`config.mk`:
```
export PLATFORM = sky130hd
export DESIGN_NAME = fft_pad_serializer
export DESIGN_NICKNAME = d
export VERILOG_FILES = /design/src/rtl/fft_pad_pkg.sv /design/src/rtl/fft_pad_fifo.sv /design/src/rtl/fft_pad_serializer.sv
export SDC_FILE = /design/constraint.sdc
export NUM_CORES = 1
export LEC_CHECK = 0
export ABC_CLOCK_PERIOD_IN_PS = 12200
export BUFFER_PORTS_ARGS = -buffer_cell sky130_fd_sc_hd__clkbuf_2
export CORE_MARGIN = 2
export CORE_UTILIZATION = 66
export CTS_CLUSTER_DIAMETER = 30
export DETAILED_ROUTE_END_ITERATION = 8
export GPL_TIMING_DRIVEN = 0
export HOLD_SLACK_MARGIN = 0.06
export PLACE_DENSITY = 0.83
export SLEW_MARGIN = 20
export SYNTH_ARGS = -nofsm -noshare
export SYNTH_HDL_FRONTEND = slang
export SYNTH_SLANG_ARGS = --single-unit
```
`constraint.sdc`:
```
create_clock -name CLK -period 12.2 [get_ports CLK]
set_input_delay 1.22 -clock CLK [delete_from_list [all_inputs] [get_ports CLK]]
set_output_delay 1.22 -clock CLK [all_outputs]
set_load 0.1 [all_outputs]
```
`src/rtl/fft_pad_pkg.sv`:
```
// Shared sizing helpers, FIFO entry layout and serializer states for the FFT pad serializer.
package fft_pad_pkg;

  typedef enum logic {
    ST_IDLE = 1'b0,
    ST_SEND = 1'b1
  } pad_state_e;

  // Entry = {word, sof, ovf}; the flags sit in the two LSBs.
  localparam int ENT_OVF_BIT = 0;
  localparam int ENT_SOF_BIT = 1;
  localparam int ENT_FLAG_W  = 2;

  function automatic int calc_w(input int aw, input int dw);
    return aw + 2 * dw;
  endfunction

  function automatic int calc_beats(input int w, input int pw);
    return (w + pw - 1) / pw;
  endfunction

endpackage

```
`src/rtl/fft_pad_fifo.sv`:
```
// Synchronous FIFO; a push while full is accepted when a pop happens in the same cycle.
module fft_pad_fifo #(
  parameter int WIDTH = 46,
  parameter int DEPTH = 8
) (
  input  logic             clk_i,
  input  logic             rst_i,
  input  logic             push_i,
  input  logic [WIDTH-1:0] wr_data_i,
  input  logic             pop_i,
  output logic [WIDTH-1:0] rd_data_o,
  output logic             full_o,
  output logic             empty_o
);

  localparam int PW2 = $clog2(DEPTH);

  logic [WIDTH-1:0] mem_q [DEPTH];
  logic [PW2:0]     wr_ptr_q, wr_ptr_d;
  logic [PW2:0]     rd_ptr_q, rd_ptr_d;
  logic             do_push, do_pop;

  // Extra pointer MSB distinguishes full from empty.
  always_comb begin
    empty_o   = (wr_ptr_q == rd_ptr_q);
    full_o    = (wr_ptr_q[PW2] != rd_ptr_q[PW2]) &&
                (wr_ptr_q[PW2-1:0] == rd_ptr_q[PW2-1:0]);
    do_pop    = pop_i & ~empty_o;
    do_push   = push_i & (~full_o | do_pop);
    wr_ptr_d  = wr_ptr_q + (do_push ? {{PW2{1'b0}}, 1'b1} : '0);
    rd_ptr_d  = rd_ptr_q + (do_pop ? {{PW2{1'b0}}, 1'b1} : '0);
    rd_data_o = mem_q[rd_ptr_q[PW2-1:0]];
  end

  // Pointer registers; reset empties the FIFO.
  always_ff @(posedge clk_i) begin
    if (rst_i) begin
      wr_ptr_q <= '0;
      rd_ptr_q <= '0;
    end else begin
      wr_ptr_q <= wr_ptr_d;
      rd_ptr_q <= rd_ptr_d;
    end
  end

  // Storage array; contents are don't-care until written.
  always_ff @(posedge clk_i) begin
    if (do_push) mem_q[wr_ptr_q[PW2-1:0]] <= wr_data_i;
  end

endmodule

```
`src/rtl/fft_pad_serializer.sv`:
```
// Buffers FFT result samples and emits them MSB-first over a narrow pad bus.
module fft_pad_serializer
  import fft_pad_pkg::*;
#(
  parameter int DW    = 19,
  parameter int AW    = 6,
  parameter int PW    = 8,
  parameter int DEPTH = 8
) (
  input  logic          CLK,
  input  logic          RST,
  input  logic          ED,
  input  logic          RDY,
  input  logic [AW-1:0] ADDR,
  input  logic [DW-1:0] DOR,
  input  logic [DW-1:0] DOI,
  input  logic          OVF1,
  input  logic          OVF2,
  input  logic          PAD_HOLD,
  output logic [PW-1:0] PAD_D,
  output logic          PAD_VLD,
  output logic          PAD_SOF,
  output logic          PAD_LAST,
  output logic          PAD_OVF,
  output logic          DROP,
  output logic          SYNC_ERR
);

  localparam int WW    = calc_w(AW, DW);
  localparam int BEATS = calc_beats(WW, PW);
  localparam int SW    = BEATS * PW;
  localparam int EW    = WW + ENT_FLAG_W;
  localparam int BCW   = (BEATS > 1) ? $clog2(BEATS) : 1;

  logic          in_frame_q, in_frame_d;
  logic [AW-1:0] smp_cnt_q, smp_cnt_d;
  logic          drop_q, drop_d, sync_q, sync_d;
  logic          cap, full, empty, pop_now, load;
  logic [EW-1:0] head, ent;

  pad_state_e    state_q, state_d;
  logic [SW-1:0] shift_q, shift_d;
  logic [BCW-1:0] beat_q, beat_d;
  logic          sof_q, sof_d, ovf_q, ovf_d;

  logic [PW-1:0] pad_d_q;
  logic          pad_vld_q, pad_sof_q, pad_last_q, pad_ovf_q;

  assign ent = {ADDR, DOR, DOI, RDY, OVF1 | OVF2};

  fft_pad_fifo #(.WIDTH(EW), .DEPTH(DEPTH)) u_fifo (
    .clk_i    (CLK),
    .rst_i    (RST),
    .push_i   (cap),
    .wr_data_i(ent),
    .pop_i    (pop_now),
    .rd_data_o(head),
    .full_o   (full),
    .empty_o  (empty)
  );

  // Frame tracker and sticky error flags.
  always_comb begin
    cap        = ED & (RDY | in_frame_q);
    in_frame_d = in_frame_q;
    smp_cnt_d  = smp_cnt_q;
    if (cap) begin
      if (RDY) begin
        in_frame_d = 1'b1;
        smp_cnt_d  = AW'(1);
      end else begin
        smp_cnt_d = smp_cnt_q + AW'(1);
        if (smp_cnt_q == '1) in_frame_d = 1'b0;
      end
    end
    drop_d = drop_q | (cap & full & ~pop_now);
    sync_d = sync_q | (ED & RDY & in_frame_q);
  end

  // Serializer next state; last beat reloads directly for back-to-back samples.
  always_comb begin
    state_d = state_q;
    shift_d = shift_q;
    beat_d  = beat_q;
    sof_d   = sof_q;
    ovf_d   = ovf_q;
    load    = 1'b0;
    case (state_q)
      ST_IDLE: load = ~empty;
      ST_SEND: begin
        if (!PAD_HOLD) begin
          if (beat_q == BCW'(BEATS - 1)) begin
            if (!empty) load = 1'b1;
            else        state_d = ST_IDLE;
          end else begin
            shift_d = shift_q << PW;
            beat_d  = beat_q + BCW'(1);
          end
        end
      end
      default: state_d = ST_IDLE;
    endcase
    pop_now = load;
    if (load) begin
      state_d = ST_SEND;
      shift_d = SW'(head[EW-1:ENT_FLAG_W]);
      beat_d  = '0;
      sof_d   = head[ENT_SOF_BIT];
      ovf_d   = head[ENT_OVF_BIT];
    end
  end

  // State registers; pad outputs are registered from next-state values.
  always_ff @(posedge CLK) begin
    if (RST) begin
      in_frame_q <= 1'b0;
      smp_cnt_q  <= '0;
      drop_q     <= 1'b0;
      sync_q     <= 1'b0;
      state_q    <= ST_IDLE;
      shift_q    <= '0;
      beat_q     <= '0;
      sof_q      <= 1'b0;
      ovf_q      <= 1'b0;
      pad_d_q    <= '0;
      pad_vld_q  <= 1'b0;
      pad_sof_q  <= 1'b0;
      pad_last_q <= 1'b0;
      pad_ovf_q  <= 1'b0;
    end else begin
      in_frame_q <= in_frame_d;
      smp_cnt_q  <= smp_cnt_d;
      drop_q     <= drop_d;
      sync_q     <= sync_d;
      state_q    <= state_d;
      shift_q    <= shift_d;
      beat_q     <= beat_d;
      sof_q      <= sof_d;
      ovf_q      <= ovf_d;
      pad_vld_q  <= (state_d == ST_SEND);
      pad_d_q    <= (state_d == ST_SEND) ? shift_d[SW-1 -: PW] : '0;
      pad_sof_q  <= (state_d == ST_SEND) && (beat_d == '0) && sof_d;
      pad_ovf_q  <= (state_d == ST_SEND) && (beat_d == '0) && ovf_d;
      pad_last_q <= (state_d == ST_SEND) && (beat_d == BCW'(BEATS - 1));
    end
  end

  assign PAD_D    = pad_d_q;
  assign PAD_VLD  = pad_vld_q;
  assign PAD_SOF  = pad_sof_q;
  assign PAD_LAST = pad_last_q;
  assign PAD_OVF  = pad_ovf_q;
  assign DROP     = drop_q;
  assign SYNC_ERR = sync_q;

endmodule
```
==> Word-level counts from Yosys, hierarchy flattened <==
Memories as Yosys holds them, arrays and structs flattened. A register that Yosys moved wholly into a read port is not among the register bits.
Cells that the tools add are included.
{ "totals": {"regBits": 82, "ramBits": 368, "in_bits": 51, "out_inout_bits": 14, "memories": 1} }
{ "memory_table": {"columns": ["name", "words", "width", "rd", "rd_clocked_by_memory_dff", "wr", "line_no", "rtl"], "rows": [
  ["u_fifo.mem_q", 8, 46, 1, 1, 1, "fft_pad_fifo.sv:18", "logic [WIDTH-1:0] mem_q [DEPTH];"]
]} }
{ "classes": {"addsub": 4, "eq_ne": 8, "n_mux": 26, "bitwise": 17, "reduce_logical": 11} }
{ "ops": {"columns": ["cell", "count"], "rows": [
  ["$mux 48", 4],
  ["$mux 1", 15],
  ["$mux 3", 5],
  ["$add 4x4->4", 2],
  ["$and 1x1->1", 7],
  ["$add 6x1->6 const B", 1],
  ["$eq 3x3->1 const B", 2],
  ["$eq 6x6->1 const B", 1],
  ["$mux 6", 1],
  ["$logic_and 1x1->1", 5],
  ["$not 1->1", 5],
  ["$or 1x1->1", 5],
  ["$eq 4x4->1", 1],
  ["$reduce_bool 2->1", 2],
  ["$add 3x1->3 const B", 1],
  ["$eq 3x3->1", 1],
  ["$logic_not 3->1", 1],
  ["$reduce_and 3->1", 1],
  ["$ne 2x1->1 const B", 1],
  ["$ne 2x2->1 const B", 1],
  ["$pmux 1 s2", 1],
  ["$reduce_and 2->1", 1],
  ["$reduce_or 2->1", 1],
  ["$ne 1x1->1", 1]
]} }

==> Depth between registers and ports, before layout <==
Gate-level depths: netlist of run 1.
{ "logic_depth": {"word_depth": 10, "mapped_depth": 11} }

==> Hierarchy <==
A second synthesis of run 1 with hierarchy kept.
{ "hier_totals": {"cells_unflattened": 941, "area_unflattened_um2": 17291.6} }
{ "by_module_without_submodules": {"columns": ["mod", "n_inst", "cells_each", "area_each_um2"], "rows": [
  ["fft_pad_fifo", 1, 587, 14303.7],
  ["fft_pad_serializer", 1, 354, 2987.9]
]} }

==> Worst setup path after synthesis of run 1 <==
No wires, ideal clock.
{ "synth_path": {"path_type": "input to register", "from": "input PAD_HOLD", "to": "memory u_fifo.mem_q[0][0] (enable)", "t_arrival_ns": 4.999, "setup_slack_ns": 6.694, "stages": 4, "path_cell_list": "o21a_1 a31oi_1 nand2b_1 nor3_1"} }
{ "synth_via": {"elab_chain_len": 7} }
{ "synth_lines": {"columns": ["item", "line_no", "rtl"], "rows": [
  ["from (decl)", "fft_pad_serializer.sv:19", "input logic PAD_HOLD,"],
  ["$mux 1", "fft_pad_serializer.sv:91", "if (!PAD_HOLD) begin"],
  ["$pmux 1 s2", "fft_pad_serializer.sv:88", "case (state_q)"],
  ["$and 1x1->1", "fft_pad_fifo.sv:28", "do_pop = pop_i & ~empty_o;"],
  ["$or 1x1->1", "fft_pad_fifo.sv:29", "do_push = push_i & (~full_o | do_pop);"],
  ["$and 1x1->1", "fft_pad_fifo.sv:29", null],
  ["$mux 1", "fft_pad_fifo.sv:48", "if (do_push) mem_q[wr_ptr_q[PW2-1:0]] <= wr_data_i;"],
  ["$mux 1 (not written as such)", "fft_pad_fifo.sv:48", null],
  ["to (decl)", "fft_pad_fifo.sv:18", null]
]} }
Every way passes these cells.

==> Worst setup path after layout of run 1 <==
{ "layout_path": {"from": "input RDY", "to": "memory u_fifo.mem_q[1][21] (enable)"} }
{ "layout_via": {"elab_chain_len": 5} }
{ "layout_lines": {"columns": ["item", "line_no", "rtl"], "rows": [
  ["from (decl)", "fft_pad_serializer.sv:13", "input logic RDY,"],
  ["$or 1x1->1", "fft_pad_serializer.sv:64", "cap = ED & (RDY | in_frame_q);"],
  ["$and 1x1->1", "fft_pad_serializer.sv:64", null],
  ["$and 1x1->1", "fft_pad_fifo.sv:29", null],
  ["$mux 1", "fft_pad_fifo.sv:48", null],
  ["$mux 1 (not written as such)", "fft_pad_fifo.sv:48", null]
]} }
Every way passes these cells.

==> results.cfg, run 1 <==
[outcome]
status = finished, final reports clean

[global_route]
number_of_global_route_vias_before_repair = 9909
grt_max_degree = 22
grt_overflow_total = 0
grt_antenna_before_repair = 1
first_pass_grt_wire_length_um = 59500
globalRouteTotalUtil_pct = 30.4

[cts]
hold_buffer_count_at_cts = 0
worst_setup_hold_path_clk_slew_ps = 50
cts_resized = 0
post_cts_buffers = 0
clock-sinks = 450
cts_htree_levels = 3
ctsLongestPathBuffers = 3
clock_tree_from_tritoncts = built
cts_buffers = 75
worstSkewPairLatency_ps = 580
clk_root_buffer_cell = sky130_fd_sc_hd__clkbuf_16

[worst_setup_path]
critical_path.endpoint_type = register
critical_path_peak_fanout = 14
setup.worst_path.start = RDY
criticalPathCategory = in2reg
reg2regPathDepth = 10
cp.arrival_ps = 3580
critical_path_required_ps = 12480
rrSetupSlack_ps = 9000
critical_path.reg2reg.endpoint = u_fifo.mem_q[1][21]
reg2reg_from = beat_q[0]
cp-start-kind = input port
endpoint = u_fifo.mem_q[1][21]

[cells_and_area]
area_growth_pct = 21.4
fin_nets = 1114
regArea_um2 = 12700
layout.cells.non_filler = 1451
commonest_non_fill_non_tap_cell_in_the_layout = sky130_fd_sc_hd__edfxtp_1
multi_input_area_um2 = 4220
layout_common_cells = sky130_fd_sc_hd__edfxtp_1, sky130_fd_sc_hd__mux4_2, sky130_fd_sc_hd__dfxtp_1
post_route_cells_drive_above_1_share_pct = 35.2
fillCellCount = 1149

[route]
drt-initial-drc-count = 1067
detail_route.first_pass.iterations = 7
route.detailed.drc = 0
detail-route-antenna-nets = 0
num_vias = 9541
average_routed_wire_per_standard_cell_um = 27.5
totalWireLength_um = 39900
via_per_inst = 6.58

[worst_hold_path]
min-delay-path-class = reg2reg

[floorplanning]
start_util_pct = 66.6
fp.dieW_um = 165
core.rowCount = 59
core_area_um2 = 25800
fp.dieH_um = 165
pin_count = 65
die_area_um2 = 27300

[logic_synthesis]
post_synth_num_cell_types = 38
post_synth.cell_area_avg_um2 = 19.3
synthesis.nets = 948
number_of_register_bits_inferred_by_synthesis = 450
ys.warnings.count = 0
synthesis.area_um2 = 17200
synth.yosys.seq_area_share_pct = 74.0
synthesis.instances = 890

[placement]
dpl_worst_slack_ps = 8480
post-place-cells = 1314
port_buffers = 63
final_weighted_congestion_in_routability_driven_placement = 0.835
place.detailed.hpwl_um = 23200

[timing]
final.setup.worst_slack_ps = 8900
finalCritPeriodShare_pct = 27.0
timing_hold_violations_final = 0
clock_period_minus_worst_slack_ps = 3300
hold-worst-slack_ps = 482
slew_violations = 0
timing_worst_slew_pin_value_ps = 925
timing.fmax_mhz = 303
finalSetupViolations = 0
rsz_0062_raised_after_global_routing = false
final.setup_skew_ps = 16.8
setup_total_negative_slack_ps = 0
slew_headroom_pct = 38.3

[power]
power.leakage_nw = 6.99
ir_worst_vdd_v = 0.000193
cellPowerDensity_nw_per_um2 = 229

[job]
drv_cap = 0
[how the worst min path moves through the flow]
stage | startpoint | end | slack, ps | depth (start not counted)
finish | SYNC_ERR | SYNC_ERR | 480 | 2
detailed placement | SYNC_ERR | SYNC_ERR | 470 | 2
CTS | SYNC_ERR | SYNC_ERR | 490 | 2
global placement | SYNC_ERR | SYNC_ERR | 460 | 2
global route | shift_q[28] | shift_q[28] | 520 | 2
floorplan | shift_q[0] | shift_q[0] | 480 | 2
[per-stage QoR]
step                power, mW  cell area, um^2  utilization (%)
global route             4.92            20800             80.8
global placement         2.70            17900             69.5
detailed placement       2.73            18400             71.3
floorplan                2.50            17200                -
finish                   4.77            20800             80.9
CTS                      4.78            20800             80.8
[final cells by class]
type                       instances  share of cell area, %
timing repair buffer              89                   3.50
sequential                       450                   60.9
clock buffer                      90                   9.53
inverter                           4                 0.0721
buffer                            51                   1.38
clock inverter                    46                   2.31
tap                              335                   2.01
antenna                            1                 0.0120
multi-input combinational        385                   20.3
[metal layers]
layer / GRT usage (%) / wire (um)
met1: 40.4 / 15300
met2: 49.2 / 19800
met3: 8.12 / 3570
met5: 0 / 0
met4: 11.2 / 1150
[where the power goes]
| part | internal [mW] | switching [mW] |
|---|---|---|
| clock network | 1.30 | 0.727 |
| registers | 1.76 | 0.0654 |
| logic | 0.388 | 0.525 |
[state kept, by name (all words and copies together) (netlist names), 3 cells and up]
signal / count
u_fifo.wr_ptr_q: 4
u_fifo.rd_ptr_q: 4
shift_q: 48
u_fifo.mem_q: 368
beat_q: 3
smp_cnt_q: 6
PAD_D: 8
[synthesized netlist by cell type]
cell | number | area share [%]
sky130_fd_sc_hd__a41o_1 | 1 | 0.058
sky130_fd_sc_hd__buf_4 | 3 | 0.13
sky130_fd_sc_hd__a21oi_2 | 1 | 0.051
sky130_fd_sc_hd__nor3_1 | 14 | 0.41
sky130_fd_sc_hd__a211oi_2 | 2 | 0.15
sky130_fd_sc_hd__xnor2_1 | 8 | 0.41
sky130_fd_sc_hd__nor2_8 | 1 | 0.12
sky130_fd_sc_hd__nand3_1 | 6 | 0.17
sky130_fd_sc_hd__xor2_1 | 5 | 0.26
sky130_fd_sc_hd__inv_1 | 4 | 0.087
sky130_fd_sc_hd__o21ai_1 | 2 | 0.058
sky130_fd_sc_hd__buf_2 | 25 | 0.73
sky130_fd_sc_hd__o21ai_0 | 2 | 0.058
sky130_fd_sc_hd__a41oi_1 | 1 | 0.051
sky130_fd_sc_hd__nand2_1 | 7 | 0.15
sky130_fd_sc_hd__mux2_2 | 45 | 3.0
sky130_fd_sc_hd__mux2i_1 | 15 | 0.87
sky130_fd_sc_hd__o21a_1 | 2 | 0.087
sky130_fd_sc_hd__and4_4 | 1 | 0.066
sky130_fd_sc_hd__nor2b_1 | 5 | 0.18
sky130_fd_sc_hd__nand4_1 | 2 | 0.073
sky130_fd_sc_hd__mux4_2 | 92 | 12
sky130_fd_sc_hd__or2_2 | 2 | 0.073
sky130_fd_sc_hd__ha_1 | 7 | 0.51
sky130_fd_sc_hd__and2_1 | 4 | 0.15
sky130_fd_sc_hd__nor2_1 | 70 | 1.5
sky130_fd_sc_hd__nor4_1 | 1 | 0.036
sky130_fd_sc_hd__a21o_1 | 1 | 0.044
sky130_fd_sc_hd__a21oi_1 | 6 | 0.17
sky130_fd_sc_hd__a22oi_1 | 40 | 1.7
sky130_fd_sc_hd__buf_6 | 7 | 0.46
sky130_fd_sc_hd__a31oi_1 | 2 | 0.073
sky130_fd_sc_hd__buf_1 | 4 | 0.087
sky130_fd_sc_hd__nand2b_1 | 8 | 0.29
sky130_fd_sc_hd__dfxtp_1 | 82 | 9.6
sky130_fd_sc_hd__a211oi_1 | 32 | 1.4
sky130_fd_sc_hd__clkbuf_1 | 12 | 0.26
sky130_fd_sc_hd__edfxtp_1 | 368 | 64
[cells by family (layout without fill, tap and decap cells)]
logic type	Yosys count	in the layout	synth area share (%)
muxes	152	152	15.9
and+or+nand+nor	121	121	3.25
buffers and inverters	55	280	1.76
DFF	450	450	74.0
xor gates and xnor gates	13	13	0.664
adders and majority gates	7	7	0.510
other	0	1	0
AOI/OAI and AO/OA	92	92	3.95
[critical path, stage by stage]
cell and delay (ps):
sky130_fd_sc_hd__clkbuf_2 260, sky130_fd_sc_hd__o21ai_0 210, sky130_fd_sc_hd__a31oi_1 330, sky130_fd_sc_hd__nand2_1 300, sky130_fd_sc_hd__nor3_2 430, sky130_fd_sc_hd__buf_4 310, sky130_fd_sc_hd__buf_6 170, sky130_fd_sc_hd__buf_4 180
sky130_fd_sc_hd__buf_6 160
Power figures use the tool's default switching activity.
==> inputs of run 2 (changes only) <==
--- a/config.mk
+++ b/config.mk
@@ -5,15 +5,15 @@
 export SDC_FILE = /design/constraint.sdc
 export NUM_CORES = 1
 export LEC_CHECK = 0
-export ABC_CLOCK_PERIOD_IN_PS = 12200
+export ABC_CLOCK_PERIOD_IN_PS = 3300
 export BUFFER_PORTS_ARGS = -buffer_cell sky130_fd_sc_hd__clkbuf_2
 export CORE_MARGIN = 2
-export CORE_UTILIZATION = 66
+export CORE_UTILIZATION = 61
 export CTS_CLUSTER_DIAMETER = 30
 export DETAILED_ROUTE_END_ITERATION = 8
 export GPL_TIMING_DRIVEN = 0
 export HOLD_SLACK_MARGIN = 0.06
-export PLACE_DENSITY = 0.83
+export PLACE_DENSITY = 0.78
 export SLEW_MARGIN = 20
 export SYNTH_ARGS = -nofsm -noshare
 export SYNTH_HDL_FRONTEND = slang
==> constraint.sdc (replaced) <==
create_clock -name CLK -period 3.3 [get_ports CLK]
set_input_delay 0.33 -clock CLK [delete_from_list [all_inputs] [get_ports CLK]]
set_output_delay 0.33 -clock CLK [all_outputs]
set_load 0.1 [all_outputs]
==> results.cfg, run 2 (synthesis results as in run 1) <==
[placement]
dpl_worst_slack_ps = 362
port_buffers = 63
final_weighted_congestion_in_routability_driven_placement = 0.817
place.detailed.hpwl_um = 23400

[cells_and_area]
commonest_non_fill_non_tap_cell_in_the_layout = sky130_fd_sc_hd__edfxtp_1
layout_common_cells = sky130_fd_sc_hd__edfxtp_1, sky130_fd_sc_hd__mux4_2, sky130_fd_sc_hd__dfxtp_1
area_growth_pct = 26.5
insertedDiodeCount = 0
final_core_utilization_pct = 78.4
post_route_cells_drive_above_1_share_pct = 35.5
fin_nets = 1156
largest_register_ffs = 368
fillCellCount = 1398

[global_route]
number_of_global_route_vias_before_repair = 9908
grt_antenna_before_repair = 0
first_pass_grt_wire_length_um = 59600
grt_max_degree = 21
grt_overflow_total = 0
globalRouteTotalUtil_pct = 28.0

[floorplanning]
core.rowCount = 61
pin_count = 65
core_area_um2 = 27700
start_util_pct = 61.9
fp.dieH_um = 172
fp.dieW_um = 172
die_area_um2 = 29500

[power]
power.leakage_nw = 7.30
p_clk_share_pct = 45.8
p_total_mw = 18.8
power_frac_comb_pct = 18.2
power_switching_mw = 5.11
ir_worst_vdd_v = 0.000519
pwr-share-seq_pct = 36.0
cellPowerDensity_nw_per_um2 = 865
cell_internal_pwr_mw = 13.7
switching_share_pct = 27.2

[timing]
timing_hold_violations_final = 0
setup_total_negative_slack_ps = 0
rsz_0062_raised_after_global_routing = false
finalSetupViolations = 0
final.setup.worst_slack_ps = 293
slew_violations = 0
slew_headroom_pct = 33.7
hold-worst-slack_ps = 58.3
timing.fmax_mhz = 333
final.setup_skew_ps = 15.7
finalCritPeriodShare_pct = 91.1
timing_worst_slew_pin_value_ps = 994
clock_period_minus_worst_slack_ps = 3010

[worst_setup_path]
cp.arrival_ps = 3270
crit_path_cell_trace = ha_1 > nand2_1 > o21a_1 > a31oi_1 > nand2b_1 > nor3_4 > buf_6 > buf_8 > buf_6
critPathMostFrequentCell = sky130_fd_sc_hd__buf_6
criticalPathCategory = reg2reg
crit_slowest_cell = sky130_fd_sc_hd__nor3_4
critical_path_required_ps = 3560
critical_path_peak_fanout = 11
critical-path-max-stage-delay_ps = 530
cp-start-kind = register
critical_path.endpoint_type = register

[cts]
worstSkewPairLatency_ps = 570
cts_resized = 0
cts_htree_levels = 3
clock-sinks = 450
cts_buffers = 79
clk_root_buffer_cell = sky130_fd_sc_hd__clkbuf_16
clock_tree_from_tritoncts = built
ctsLongestPathBuffers = 3
worst_setup_hold_path_clk_slew_ps = 50

[route]
via_per_inst = 6.16
drt-initial-drc-count = 1008
num_vias = 9508
average_routed_wire_per_standard_cell_um = 25.8
detail_route.first_pass.iterations = 5
detail-route-antenna-nets = 0
totalWireLength_um = 39900
route.detailed.drc = 0

[worst_hold_path]
min-delay-path-class = in2reg

[outcome]
status = finished, final reports clean

[job]
drv_cap = 0
==> run 2: cell count changes in the layout (fill, tap and decap cells not counted), moves of 3 or more <==
| cell | before | now |
|---|---|---|
| sky130_fd_sc_hd__clkinv_4 | 5 | 8 |
| sky130_fd_sc_hd__buf_8 | 0 | 5 |
| sky130_fd_sc_hd__clkinv_2 | 14 | 11 |
| sky130_fd_sc_hd__clkinv_1 | 8 | 4 |
| sky130_fd_sc_hd__buf_4 | 13 | 3 |
| sky130_fd_sc_hd__dlygate4sd3_1 | 0 | 41 |
| sky130_fd_sc_hd__bufinv_16 | 6 | 14 |
| sky130_fd_sc_hd__clkbuf_16 | 76 | 81 |
| sky130_fd_sc_hd__clkbuf_1 | 23 | 16 |
| sky130_fd_sc_hd__clkinvlp_4 | 4 | 12 |
==> run 2: layout make-up <==
| cell class | count | area, um^2 | area share (%) |
|---|---|---|---|
| buffer | 51 | 287 | 1.32 |
| clock buffer | 86 | 2060 | 9.47 |
| clock inverter | 62 | 806 | 3.71 |
| inverter | 4 | 15.0 | 0.0692 |
| multi-input combinational | 385 | 4230 | 19.5 |
| sequential | 450 | 12700 | 58.5 |
| tap | 378 | 473 | 2.18 |
| timing repair buffer | 127 | 1150 | 5.28 |
==> run 2: critical path, delay by kind of cell (launching register included) <==
kind            cells  cell delay (ps)
compound gates      2              560
flops               1              390
buf+inv             3              560
fa+ha+maj           1              220
simple gates        3              940
==> run 2: metal layers <==
| layer | vias up | share of wire, % | track usage, % |
|---|---|---|---|
| li1 | 4065 | - | - |
| met1 | 4830 | 40 | 37.1 |
| met2 | 526 | 50 | 46.5 |
| met3 | 87 | 7.8 | 5.89 |
| met4 | 0 | 2.5 | 9.58 |
| met5 | - | 0 | 0 |
==> run 2: path summary, 6_finish.rpt <==
path,to,from,slack [ps],cells past startpoint
max,u_fifo.mem_q[0][27],beat_q[0],290,9
min,u_fifo.mem_q[0][24],DOR[3],60,1
max reg2reg,u_fifo.mem_q[0][27],beat_q[0],290,9
min reg2reg,shift_q[21],shift_q[21],500,2
==> run 2: repair_timing <==
item                      CTS  global route
hold endpoints to repair  288             0
hold buffers               41             0
setup buffers               0             0
==> run 2: through the flow <==
step                      area [um^2]  cells
after floorplan                 17200    890
after global placement          18000   1331
after detailed placement        18400   1354
after CTS                       21700   1543
after global routing            21700   1543
final                           21700   1543
==> run 2: power by group through the flow <==
stage          sequential (mW)  combinational [mW]  clock [mW]
2_1_floorplan             6.95                2.28           0
3_3_place_gp              6.82                3.17           0
3_5_place_dp              6.83                3.27           0
4_1_cts                   6.74                3.41        8.66
5_1_grt                   6.77                3.64        8.92
6_report                  6.75                3.42        8.60
==> inputs of run 3 (changes only) <==
--- a/config.mk
+++ b/config.mk
@@ -13,7 +13,7 @@
 export DETAILED_ROUTE_END_ITERATION = 8
 export GPL_TIMING_DRIVEN = 0
 export HOLD_SLACK_MARGIN = 0.06
-export PLACE_DENSITY = 0.78
+export PLACE_DENSITY = 0.87
 export SLEW_MARGIN = 20
 export SYNTH_ARGS = -nofsm -noshare
 export SYNTH_HDL_FRONTEND = slang
==> results.cfg, run 3 (synthesis results as in run 1) <==
[floorplanning]
fp.dieW_um = 172
core.rowCount = 61
pin_count = 65
fp.dieH_um = 172
core_area_um2 = 27700
die_area_um2 = 29500
start_util_pct = 61.9

[cells_and_area]
area_growth_pct = 24.7
largest_register_ffs = 368
commonest_non_fill_non_tap_cell_in_the_layout = sky130_fd_sc_hd__edfxtp_1
post_route_cells_drive_above_1_share_pct = 34.3
insertedDiodeCount = 0
fin_nets = 1152
fillCellCount = 1373
layout.cells.non_filler = 1534
layout_common_cells = sky130_fd_sc_hd__edfxtp_1, sky130_fd_sc_hd__mux4_2, sky130_fd_sc_hd__dfxtp_1

[global_route]
globalRouteTotalUtil_pct = 28.6
grt_max_degree = 22
first_pass_grt_wire_length_um = 60400
number_of_global_route_vias_before_repair = 10100
grt_antenna_before_repair = 1
grt_overflow_total = 0

[job]
drv_cap = 0

[cts]
cts_htree_levels = 3
clock-sinks = 450
cts_buffers = 75
worstSkewPairLatency_ps = 600
worst_setup_hold_path_clk_slew_ps = 60
cts_resized = 0
clk_root_buffer_cell = sky130_fd_sc_hd__clkbuf_16
ctsLongestPathBuffers = 3
clock_tree_from_tritoncts = built

[worst_setup_path]
critical_path_peak_fanout = 13
reg2reg_from = beat_q[0]
critical_path.reg2reg.endpoint = u_fifo.mem_q[0][28]
crit_family = simple AND/OR/NAND/NOR gates
crit_path_cell_trace = ha_1 > nand2_1 > o21a_1 > a31oi_1 > nand2b_1 > nor3_4 > buf_6 > buf_8
critical_path.endpoint_type = register
cp.arrival_ps = 3300
reg2regPathDepth = 8
critical_path_required_ps = 3570
rrSetupSlack_ps = 270
crit_slowest_cell = sky130_fd_sc_hd__nor3_4
cp-start-kind = register
critical-path-max-stage-delay_ps = 640
path_buf_inv = 2
criticalPathCategory = reg2reg

[timing]
hold-worst-slack_ps = 80.4
slew_violations = 0
final.setup_skew_ps = 30.9
finalCritPeriodShare_pct = 91.7
timing_hold_violations_final = 0
rsz_0062_raised_after_global_routing = false
clock_period_minus_worst_slack_ps = 3030
slew_headroom_pct = 39.7
finalSetupViolations = 0
timing.fmax_mhz = 330
timing_worst_slew_pin_value_ps = 905

[route]
detail_route.first_pass.iterations = 9
drt-initial-drc-count = 1147
num_vias = 9752
detail-route-antenna-nets = 0
average_routed_wire_per_standard_cell_um = 26.4
via_per_inst = 6.36
route.detailed.drc = 0
totalWireLength_um = 40500

[power]
p_total_mw = 18.0
cellPowerDensity_nw_per_um2 = 841
ir_worst_vdd_v = 0.000573
power.leakage_nw = 7.15

[worst_hold_path]
hold_path.startpoint = DOI[12]
min-delay-path-class = in2reg
worstHoldEndpoint = u_fifo.mem_q[2][14]
hold_depth = 1

[placement]
post-place-cells = 1351
port_buffers = 63
place.detailed.hpwl_um = 23300
final_weighted_congestion_in_routability_driven_placement = 0.842

[outcome]
status = finished, final reports clean
-- run 3: area by class of cell --
type                            instances  area, um^2  area share, %
Sequential cell                       450       12700           59.3
Multi-Input combinational cell        385        4230           19.8
Clock buffer                           85        1990           9.29
Timing Repair Buffer                  127        1130           5.28
Clock inverter                         54         573           2.68
Tap cell                              378         473           2.21
Buffer                                 51         287           1.34
Inverter                                4        15.0         0.0702
-- run 3: where the power goes --
part	switching, mW	total (mW)	internal (mW)
registers	0.254	6.77	6.52
clock network	2.89	7.73	4.83
logic	2.03	3.50	1.47
-- run 3: through the flow --
| stage | instance area, um^2 | util (%) | setup TNS, ps | setup WS, ps |
|---|---|---|---|---|
| global placement | 18000 | 64.8 | -859480 | -2460 |
| global route | 21400 | 77.2 | 0 | 152 |
| floorplan | 17200 | - | -164030 | -494 |
| detailed placement | 18400 | 66.4 | 0 | 120 |
| CTS | 21400 | 77.2 | 0 | 66.3 |
| finish | 21400 | 77.2 | 0 | 274 |
-- run 3: worst max-delay path by stage --
stage / end / depth (start not counted) / slack [ps] / startpoint
2_1_floorplan: u_fifo.mem_q[7][0] / 4 / -490 / PAD_VLD
3_3_place_gp: u_fifo.mem_q[5][11] / 6 / -2460 / beat_q[0]
3_5_place_dp: u_fifo.mem_q[1][38] / 9 / 120 / beat_q[0]
4_1_cts: u_fifo.mem_q[1][38] / 9 / 70 / beat_q[0]
5_1_grt: u_fifo.mem_q[0][11] / 8 / 150 / beat_q[0]
6_report: u_fifo.mem_q[0][28] / 8 / 270 / beat_q[0]
-- run 3: worst register-to-register path: stages (launching register included) --
cell                       delay [ps]
sky130_fd_sc_hd__dfxtp_1          380
sky130_fd_sc_hd__ha_1             220
sky130_fd_sc_hd__nand2_1          110
sky130_fd_sc_hd__o21a_1           280
sky130_fd_sc_hd__a31oi_1          310
sky130_fd_sc_hd__nand2b_1         310
sky130_fd_sc_hd__nor3_4           640
sky130_fd_sc_hd__buf_6            260
sky130_fd_sc_hd__buf_8            200
-- run 3: timing repair --
| action | in CTS | in global routing |
|---|---|---|
| endpoints found under the setup margin | 0 | 8 |
| hold endpoints to repair | 344 | 0 |
| buffers inserted | 0 | 1 |
| hold buffers | 43 | 0 |
-- run 3: routing by layer --
layer / routed length, um / track usage, % / vias to the layer above
met4: 1510 / 13.3 / 2
met2: 20700 / 48.3 / 600
li1: - / - / 4042
met3: 3580 / 5.98 / 115
met1: 14700 / 35.6 / 4993
met5: 13 / 0 / -
